## config.mk

```make
export PLATFORM = sky130hd
export DESIGN_NAME = alu_muldiv_sequencer
export DESIGN_NICKNAME = d
export VERILOG_FILES = /design/src/rtl/alu_muldiv_sequencer_pkg.sv /design/src/rtl/alu_muldiv_sequencer_alu_port_mux.sv /design/src/rtl/alu_muldiv_sequencer.sv
export SDC_FILE = /design/constraint.sdc
export NUM_CORES = 1
export LEC_CHECK = 0
export CAP_MARGIN = 0
export CELL_PAD_IN_SITES_DETAIL_PLACEMENT = 0
export CELL_PAD_IN_SITES_GLOBAL_PLACEMENT = 2
export CORE_MARGIN = 4
export CORE_UTILIZATION = 22
export CTS_CLUSTER_DIAMETER = 80
export DETAILED_ROUTE_END_ITERATION = 10
export PLACE_DENSITY = 0.78
export SLEW_MARGIN = 20
export SYNTH_ARGS = -nofsm -noshare
export SYNTH_HDL_FRONTEND = slang
export SYNTH_SLANG_ARGS = --single-unit
```

## constraint.sdc

```tcl
create_clock -name i_clk -period 2 [get_ports i_clk]
set_input_delay 0.6 -clock i_clk [delete_from_list [all_inputs] [get_ports i_clk]]
set_output_delay 0.6 -clock i_clk [all_outputs]
set_load 0.02 [all_outputs]
```

## src/rtl/alu_muldiv_sequencer_pkg.sv

```systemverilog
// -----------------------------------------------------------------------------
// alu_muldiv_sequencer_pkg
// Shared constants and types for the multiply/divide sequencer:
//   - ALU control codes the sequencer drives while it owns the ALU
//   - op encodings sampled with start
//   - sequencer state enum
// -----------------------------------------------------------------------------
package alu_muldiv_sequencer_pkg;

  localparam int DATA_W = 16;

  // ALU control codes used by the sequencer
  localparam logic [4:0] ALU_PASS_A = 5'd0;
  localparam logic [4:0] ALU_ADD    = 5'd2;
  localparam logic [4:0] ALU_SUB    = 5'd3;

  // Operation select sampled with start
  localparam logic OP_MULTU = 1'b0;
  localparam logic OP_DIVU  = 1'b1;

  typedef enum logic [1:0] {
    ST_IDLE = 2'd0,
    ST_RUN  = 2'd1,
    ST_DONE = 2'd2
  } state_t;

endpackage

```

## src/rtl/alu_muldiv_sequencer_alu_port_mux.sv

```systemverilog
// -----------------------------------------------------------------------------
// alu_port_mux
// 2:1 select of the ALU control/operand ports between the pipeline and the
// multiply/divide sequencer.
// Ports:
//   i_sel_seq                 1 = sequencer drives the ALU, 0 = pipeline
//   i_pipe_ctrl/_a/_b         pipeline ALU control and operands
//   i_seq_ctrl/_a/_b          sequencer ALU control and operands
//   o_ctrl/o_a/o_b            to ALU ctrl, operand A, operand B
// -----------------------------------------------------------------------------
module alu_port_mux
  import alu_muldiv_sequencer_pkg::*;
(
  input  logic              i_sel_seq,
  input  logic [4:0]        i_pipe_ctrl,
  input  logic [DATA_W-1:0] i_pipe_a,
  input  logic [DATA_W-1:0] i_pipe_b,
  input  logic [4:0]        i_seq_ctrl,
  input  logic [DATA_W-1:0] i_seq_a,
  input  logic [DATA_W-1:0] i_seq_b,
  output logic [4:0]        o_ctrl,
  output logic [DATA_W-1:0] o_a,
  output logic [DATA_W-1:0] o_b
);

  assign o_ctrl = i_sel_seq ? i_seq_ctrl : i_pipe_ctrl;
  assign o_a    = i_sel_seq ? i_seq_a    : i_pipe_a;
  assign o_b    = i_sel_seq ? i_seq_b    : i_pipe_b;

endmodule

```

## src/rtl/alu_muldiv_sequencer.sv

```systemverilog
// -----------------------------------------------------------------------------
// alu_muldiv_sequencer
// Multi-cycle unsigned 16x16 multiply (MULTU) and 16/16 divide (DIVU) using
// the shared external ALU, one ALU operation per cycle. In IDLE the pipeline
// drives the ALU directly; during RUN the sequencer owns the ALU and the
// pipeline is stalled via o_busy.
// Ports:
//   i_clk, i_rst              clock, synchronous active-high reset
//   i_start, i_op             request pulse (IDLE only), 0=MULTU 1=DIVU
//   i_src_a, i_src_b          multiplicand/dividend, multiplier/divisor
//   i_pipe_ctrl/_a/_b         pipeline ALU control and operands
//   o_alu_ctrl/_a/_b          to ALU
//   i_alu_result              from ALU, consumed in the same cycle
//   o_busy, o_done            stall request, one-cycle result-valid pulse
//   o_div_zero                last DIVU had a zero divisor
//   o_hi, o_lo                product high/low or remainder/quotient
// -----------------------------------------------------------------------------
module alu_muldiv_sequencer
  import alu_muldiv_sequencer_pkg::*;
(
  input  logic              i_clk,
  input  logic              i_rst,
  input  logic              i_start,
  input  logic              i_op,
  input  logic [DATA_W-1:0] i_src_a,
  input  logic [DATA_W-1:0] i_src_b,
  input  logic [4:0]        i_pipe_ctrl,
  input  logic [DATA_W-1:0] i_pipe_a,
  input  logic [DATA_W-1:0] i_pipe_b,
  output logic [4:0]        o_alu_ctrl,
  output logic [DATA_W-1:0] o_alu_a,
  output logic [DATA_W-1:0] o_alu_b,
  input  logic [DATA_W-1:0] i_alu_result,
  output logic              o_busy,
  output logic              o_done,
  output logic              o_div_zero,
  output logic [DATA_W-1:0] o_hi,
  output logic [DATA_W-1:0] o_lo
);

  state_t              r_state;
  state_t              w_state_next;
  logic                r_op;
  logic [DATA_W-1:0]   r_opnd;
  logic [DATA_W-1:0]   r_hi;
  logic [DATA_W-1:0]   r_lo;
  logic [3:0]          r_cnt;
  logic                r_div_zero;

  logic                w_sel_seq;
  logic                w_div_by_zero;
  logic [4:0]          w_seq_ctrl;
  logic [DATA_W-1:0]   w_seq_a;
  logic [DATA_W-1:0]   w_seq_b;
  logic [DATA_W-1:0]   w_sh;
  logic                w_carry;
  logic                w_ge;
  logic [DATA_W-1:0]   w_hi_next;
  logic [DATA_W-1:0]   w_lo_next;

  assign w_div_by_zero = (i_op == OP_DIVU) && (i_src_b == '0);

  // ---------------------------------------------------------------------------
  // FSM
  // ---------------------------------------------------------------------------
  always_ff @(posedge i_clk) begin
    if (i_rst) r_state <= ST_IDLE;
    else       r_state <= w_state_next;
  end

  always_comb begin
    w_state_next = r_state;
    o_busy       = 1'b0;
    o_done       = 1'b0;
    w_sel_seq    = 1'b0;
    case (r_state)
      ST_IDLE: begin
        if (i_start) w_state_next = w_div_by_zero ? ST_DONE : ST_RUN;
      end
      ST_RUN: begin
        o_busy    = 1'b1;
        w_sel_seq = 1'b1;
        if (r_cnt == 4'd0) w_state_next = ST_DONE;
      end
      ST_DONE: begin
        // Stall still asserted, but the ALU is already handed back
        o_busy       = 1'b1;
        o_done       = 1'b1;
        w_state_next = ST_IDLE;
      end
      default: w_state_next = ST_IDLE;
    endcase
  end

  // ---------------------------------------------------------------------------
  // Per-cycle step: ALU drive and next hi/lo
  // ---------------------------------------------------------------------------
  assign w_sh = {r_hi[DATA_W-2:0], r_lo[DATA_W-1]};

  always_comb begin
    w_seq_ctrl = ALU_PASS_A;
    w_seq_a    = r_hi;
    w_seq_b    = r_opnd;
    w_carry    = 1'b0;
    w_ge       = 1'b0;
    w_hi_next  = r_hi;
    w_lo_next  = r_lo;
    if (r_op == OP_MULTU) begin
      // Shift-add: add multiplicand into hi when the current multiplier bit
      // is set; the ALU add wraps, so the carry is recovered by comparison.
      if (r_lo[0]) w_seq_ctrl = ALU_ADD;
      w_carry   = r_lo[0] & (i_alu_result < r_hi);
      w_hi_next = {w_carry, i_alu_result[DATA_W-1:1]};
      w_lo_next = {i_alu_result[0], r_lo[DATA_W-1:1]};
    end else begin
      // Restoring division; the bit shifted out of hi (top) makes the
      // 17-bit partial remainder always >= divisor.
      w_seq_ctrl = ALU_SUB;
      w_seq_a    = w_sh;
      w_ge       = r_hi[DATA_W-1] | ~(w_sh < r_opnd);
      w_hi_next  = w_ge ? i_alu_result : w_sh;
      w_lo_next  = {r_lo[DATA_W-2:0], w_ge};
    end
  end

  always_ff @(posedge i_clk) begin
    if (i_rst) begin
      r_op       <= OP_MULTU;
      r_opnd     <= '0;
      r_hi       <= '0;
      r_lo       <= '0;
      r_cnt      <= 4'd0;
      r_div_zero <= 1'b0;
    end else begin
      case (r_state)
        ST_IDLE: begin
          if (i_start) begin
            r_op   <= i_op;
            r_opnd <= i_src_b;
            r_cnt  <= 4'd15;
            if (w_div_by_zero) begin
              r_hi       <= i_src_a;
              r_lo       <= '1;
              r_div_zero <= 1'b1;
            end else begin
              r_hi       <= '0;
              r_lo       <= i_src_a;
              r_div_zero <= 1'b0;
            end
          end
        end
        ST_RUN: begin
          r_hi <= w_hi_next;
          r_lo <= w_lo_next;
          if (r_cnt != 4'd0) r_cnt <= r_cnt - 4'd1;
        end
        default: ;
      endcase
    end
  end

  assign o_hi       = r_hi;
  assign o_lo       = r_lo;
  assign o_div_zero = r_div_zero;

  alu_port_mux u_alu_port_mux (
    .i_sel_seq   (w_sel_seq),
    .i_pipe_ctrl (i_pipe_ctrl),
    .i_pipe_a    (i_pipe_a),
    .i_pipe_b    (i_pipe_b),
    .i_seq_ctrl  (w_seq_ctrl),
    .i_seq_a     (w_seq_a),
    .i_seq_b     (w_seq_b),
    .o_ctrl      (o_alu_ctrl),
    .o_a         (o_alu_a),
    .o_b         (o_alu_b)
  );

endmodule
```

==> run summary <==
The flow ran to the end, but the final reports show violations. The checks that failed: setup timing. The leading register cell type out of synthesis is sky130_fd_sc_hd__dfxtp_1.

The peak supply drop is 402.1 µV. After the last flow step, the layout net total stands at 965. The run gives 2 as the number of levels the H-tree was split into. In this run, synthesis inferred 0 flip-flops with an integrated enable.

The actual transition at the worst max-transition pin is 0.5318 ns, and the via count of the first global-routing pass is 5770. The layout has 1882 filler cells. In this run the most critical hold path is launched from o_div_zero. The root buffer cell chosen for the clock tree is sky130_fd_sc_hd__clkbuf_16. After synthesis, the most frequently instantiated cells are 83 x sky130_fd_sc_hd__a21oi_1, 66 x sky130_fd_sc_hd__nand2_1, 56 x sky130_fd_sc_hd__dfxtp_1.

Power spread over the standard cell area amounts to 734.9 nW/µm². For the number of max-slew violations in the final report, the log shows 0. The count of hold-fix buffers inserted at cts was 0.

The critical path data arrival time is 1.61 ns. When the netlist entered floorplanning its net count stood at 672. The worst hold path belongs to the class reg -> reg.

The total number of clock tree sinks was 56. Wires add up to 20960 µm. After synthesis, the share of cell area in mux cells is 14.99%. The total vias in the final route was 5518.

Routability-driven placement finished with a final weighted congestion of 0.8210. The synthesized instance count is 549. Setup repair after global routing could not meet its margin everywhere. In this run the worst path has a maximum fanout of 7. Between clock sinks in the finished design, the worst skew comes to 0.008926 ns. STA classifies the critical path endpoint as a primary output.

Global routing used 32.54% of the available met2 tracks. The Yosys step of the flow raised 0 warnings. The worst pin sits at a relative slew slack of 64.54%. The critical path is of the reg -> out type. Of the total synthesized cell area, the portion taken by AND, OR, NAND and NOR gates is 12.62%. The worst hold path passes through 2 cells.

The number of different library cells used by synthesis comes to 46. For this run, asynchronously set or reset flops after synthesis account for 0%. The tool flagged a number of max-cap violations equal to 0.

The tools report the number of top-level design ports as 161. The relative area change from synthesis to final layout works out to 106.6%. The leading area contributor after synthesis is sky130_fd_sc_hd__dfxtp_1. Clock latency on the worst-skew pair, taken at its later pin, is 0.30 ns. The fraction of the cycle the final worst path needs was 110.5%.

Setup violations remaining at the end of the flow were counted as 69. Clock-pin slew was measured on the worst setup and hold paths at 0.07 ns. The compound-cell area share of the yosys netlist came out at 28.54%.

The run gives 5 as the total CTS buffers. The global-route wire length before repair is 32050 µm, and the total negative slack for setup checks is -7.686 ns. The launch instance of the worst register-to-register path is r_opnd[11]. Summing the areas of all fa, ha and maj instances in the mapped netlist gives 9.841% of the synthesized area. Port buffering added 160 buffers.

In this run the cell area of the synthesized design comes to 4323 µm². In this run the core area contains 51 standard-cell rows. For this run, design rule violations remaining after detail routing come to 0. The vertical extent of the die works out to 148.2 µm. The die covers 21960 µm². The endpoint of the lowest-slack register-to-register path was o_hi[2]. The synthesized design devotes to its leading area cell type 25.93% of total area. Once placement finished, the instance area stood at 7177 µm². The minimum setup slack in the final design came out at -0.2095 ns. Once the floorplan was initialized, standard cells occupied 22.28% of the core. For this design the static power due to leakage is 0.003524 µW.

The floorplan step defined a core boundary enclosing 19400 µm². Entering global routing, the biggest net connects 34 pins. Timing would allow up to 0.4526 GHz.

In the global route stage, met3 resource usage came out at 3.199%. After global routing, the most crowded layer is met2. The startpoint type of the worst setup path is a register. The width of the die is 148.2 µm.

The critical path's most frequent cell is sky130_fd_sc_hd__buf_6. The synthesized netlist devotes 0% of its cell area to XOR and XNOR gates. The main combinational cell family by area after synthesis was compound AO/OA/AOI/OAI gates. The number of cells on the worst reg-to-reg path is 9. Traced cell by cell, the critical path runs through inv_2 -> ha_4 -> buf_6 -> buf_12 -> mux2_4 -> buf_6.

Ranked by total cell area, the synthesized netlist is headed by sky130_fd_sc_hd__dfxtp_1 26%, sky130_fd_sc_hd__ha_1 9.8%, sky130_fd_sc_hd__a21oi_1 9.6%. TritonCTS built the clock tree. The run gives 1 as the initial antenna violation count. The worst register-to-register path has a setup slack of -0.17 ns. The tools report the hold violation total from the final report as 0.

The number of buffers and inverters on the critical path is 4. Final hold analysis gives a worst-case slack of 0.4565 ns. The largest incremental delay on the critical path is 0.33 ns, and the routing usage on met1 is 22.67%.

The remaining global-route overflow is 0, and the count of state elements after synthesis is 56. After detailed routing, the number of vias per cell comes to 4.976. The slowest stage of the critical path is the sky130_fd_sc_hd__dfxtp_2 cell.

Summing the sequential cell areas from Yosys gives 25.93% of the chip area. The average instance in the mapped netlist occupies 7.874 µm². Across every metal layer, demand over resource in global routing totals 18.26%. The data required time at the worst endpoint came out at 1.40 ns.

The worst hold path terminates at o_div_zero. The worst path in the final design needs a cycle of 2.209 ns, including I/O delays and setup. In the post-synthesis netlist, the cell with the most instances is sky130_fd_sc_hd__a21oi_1.

Broken down by cell family, the worst path's largest delay share belongs to buffers and inverters. For the violation count after the first detailed-routing iteration, the log shows 291. After layout, the design draws a total of 6563 µW. The post-route netlist has 49.58% of its cells at a drive strength greater than 1. The mean routed wirelength per cell was 18.90 µm.

For the first-pass iteration count of the detailed router, the log shows 5. The share of the core filled with cells in the final layout was 46.03%; the final antenna-violating net count was 0. Post-route cell area: 8930 µm². After legalization and detailed placement, the total HPWL measured 13870 µm. The run gives 2 as the maximum number of buffers from clock root to sink.
-- per-layer routing --
| metal | up-vias | wire length [µm] | part of all wire (%) |
|---|---|---|---|
| li1 | 2601 | - | - |
| met1 | 2703 | 8911 | 43 |
| met2 | 183 | 10480 | 50 |
| met3 | 31 | 1076 | 5.1 |
| met4 | 0 | 486 | 2.3 |
| met5 | - | 0 | 0 |
-- area by class of cell --
cell class                      instances  area, µm²  share of cell area (%)
Antenna cell                            1      2.502                 0.02802
Clock buffer                            7      152.6                   1.709
Clock inverter                          1      30.03                  0.3363
Inverter                               40      157.7                   1.765
Multi-Input combinational cell        410       3726                   41.73
Sequential cell                        56       1177                   13.18
Tap cell                              265      331.6                   3.713
Timing Repair Buffer                  329       3352                   37.54
-- repair_timing --
item                       4_1_cts  5_1_grt
gates cloned                    15        0
setup buffers                   43        9
resized for setup              428       94
pin swaps                       65       34
setup endpoints to repair       89       79
-- stage by stage --
stage	std cells	setup WS (ns)
floorplan	549	0.002751
global placement	1039	-0.6441
detailed placement	1039	-0.7720
CTS	1104	-0.2887
global route	1109	-0.2849
finish	1109	-0.2095
-- worst max path at each step --
stage	start	to	cells after the start
after floorplan	r_state[1]	o_alu_a[11]	7
after CTS	r_state[1]	o_alu_b[1]	6
after detailed placement	i_src_b[0]	o_hi[0]	10
after global placement	i_src_b[0]	o_lo[15]	10
after global routing	i_alu_result[2]	o_hi[15]	7
final	r_state[1]	o_alu_b[1]	6
-- state kept, by name, summed over array words and instances (netlist names) --
signal	count
o_div_zero	1
o_hi	16
o_lo	16
r_cnt	4
r_op	1
r_opnd	16
r_state	2
-- cell usage in the layout, fill, tap and decap left out, types with 19 or more instances in the layout --
cell type / count
sky130_fd_sc_hd__a21oi_2: 23
sky130_fd_sc_hd__buf_4: 120
sky130_fd_sc_hd__mux2i_1: 28
sky130_fd_sc_hd__dfxtp_1: 27
sky130_fd_sc_hd__ha_1: 23
sky130_fd_sc_hd__inv_1: 31
sky130_fd_sc_hd__nand2_1: 64
sky130_fd_sc_hd__mux2_2: 21
sky130_fd_sc_hd__dlygate4sd2_1: 19
sky130_fd_sc_hd__clkdlybuf4s50_1: 88
sky130_fd_sc_hd__nor2_1: 20
sky130_fd_sc_hd__dfxtp_2: 21
sky130_fd_sc_hd__a21oi_1: 45
sky130_fd_sc_hd__buf_6: 43
-- tightest hold or removal path: stages (launching register included) --
cell                      delay [ns]
sky130_fd_sc_hd__dfxtp_1        0.32
sky130_fd_sc_hd__nand2_1        0.05
sky130_fd_sc_hd__a21oi_1        0.05
-- logic make-up after synthesis --
logic type / after synthesis
fa+ha+maj: 34
compound gates: 190
mux: 61
simple gates: 125
flops: 56
buf+inv: 83
-- power breakdown --
| part | internal [µW] | leakage [µW] | switching, µW |
|---|---|---|---|
| Combinational | 2160 | 0.00296 | 1950 |
| Sequential | 1240 | 0.000474 | 122 |
| Clock | 661 | 0.0000901 | 424 |
| Total | 4070 | 0.00352 | 2500 |
Note: power is estimated with default switching activity, not from simulation.
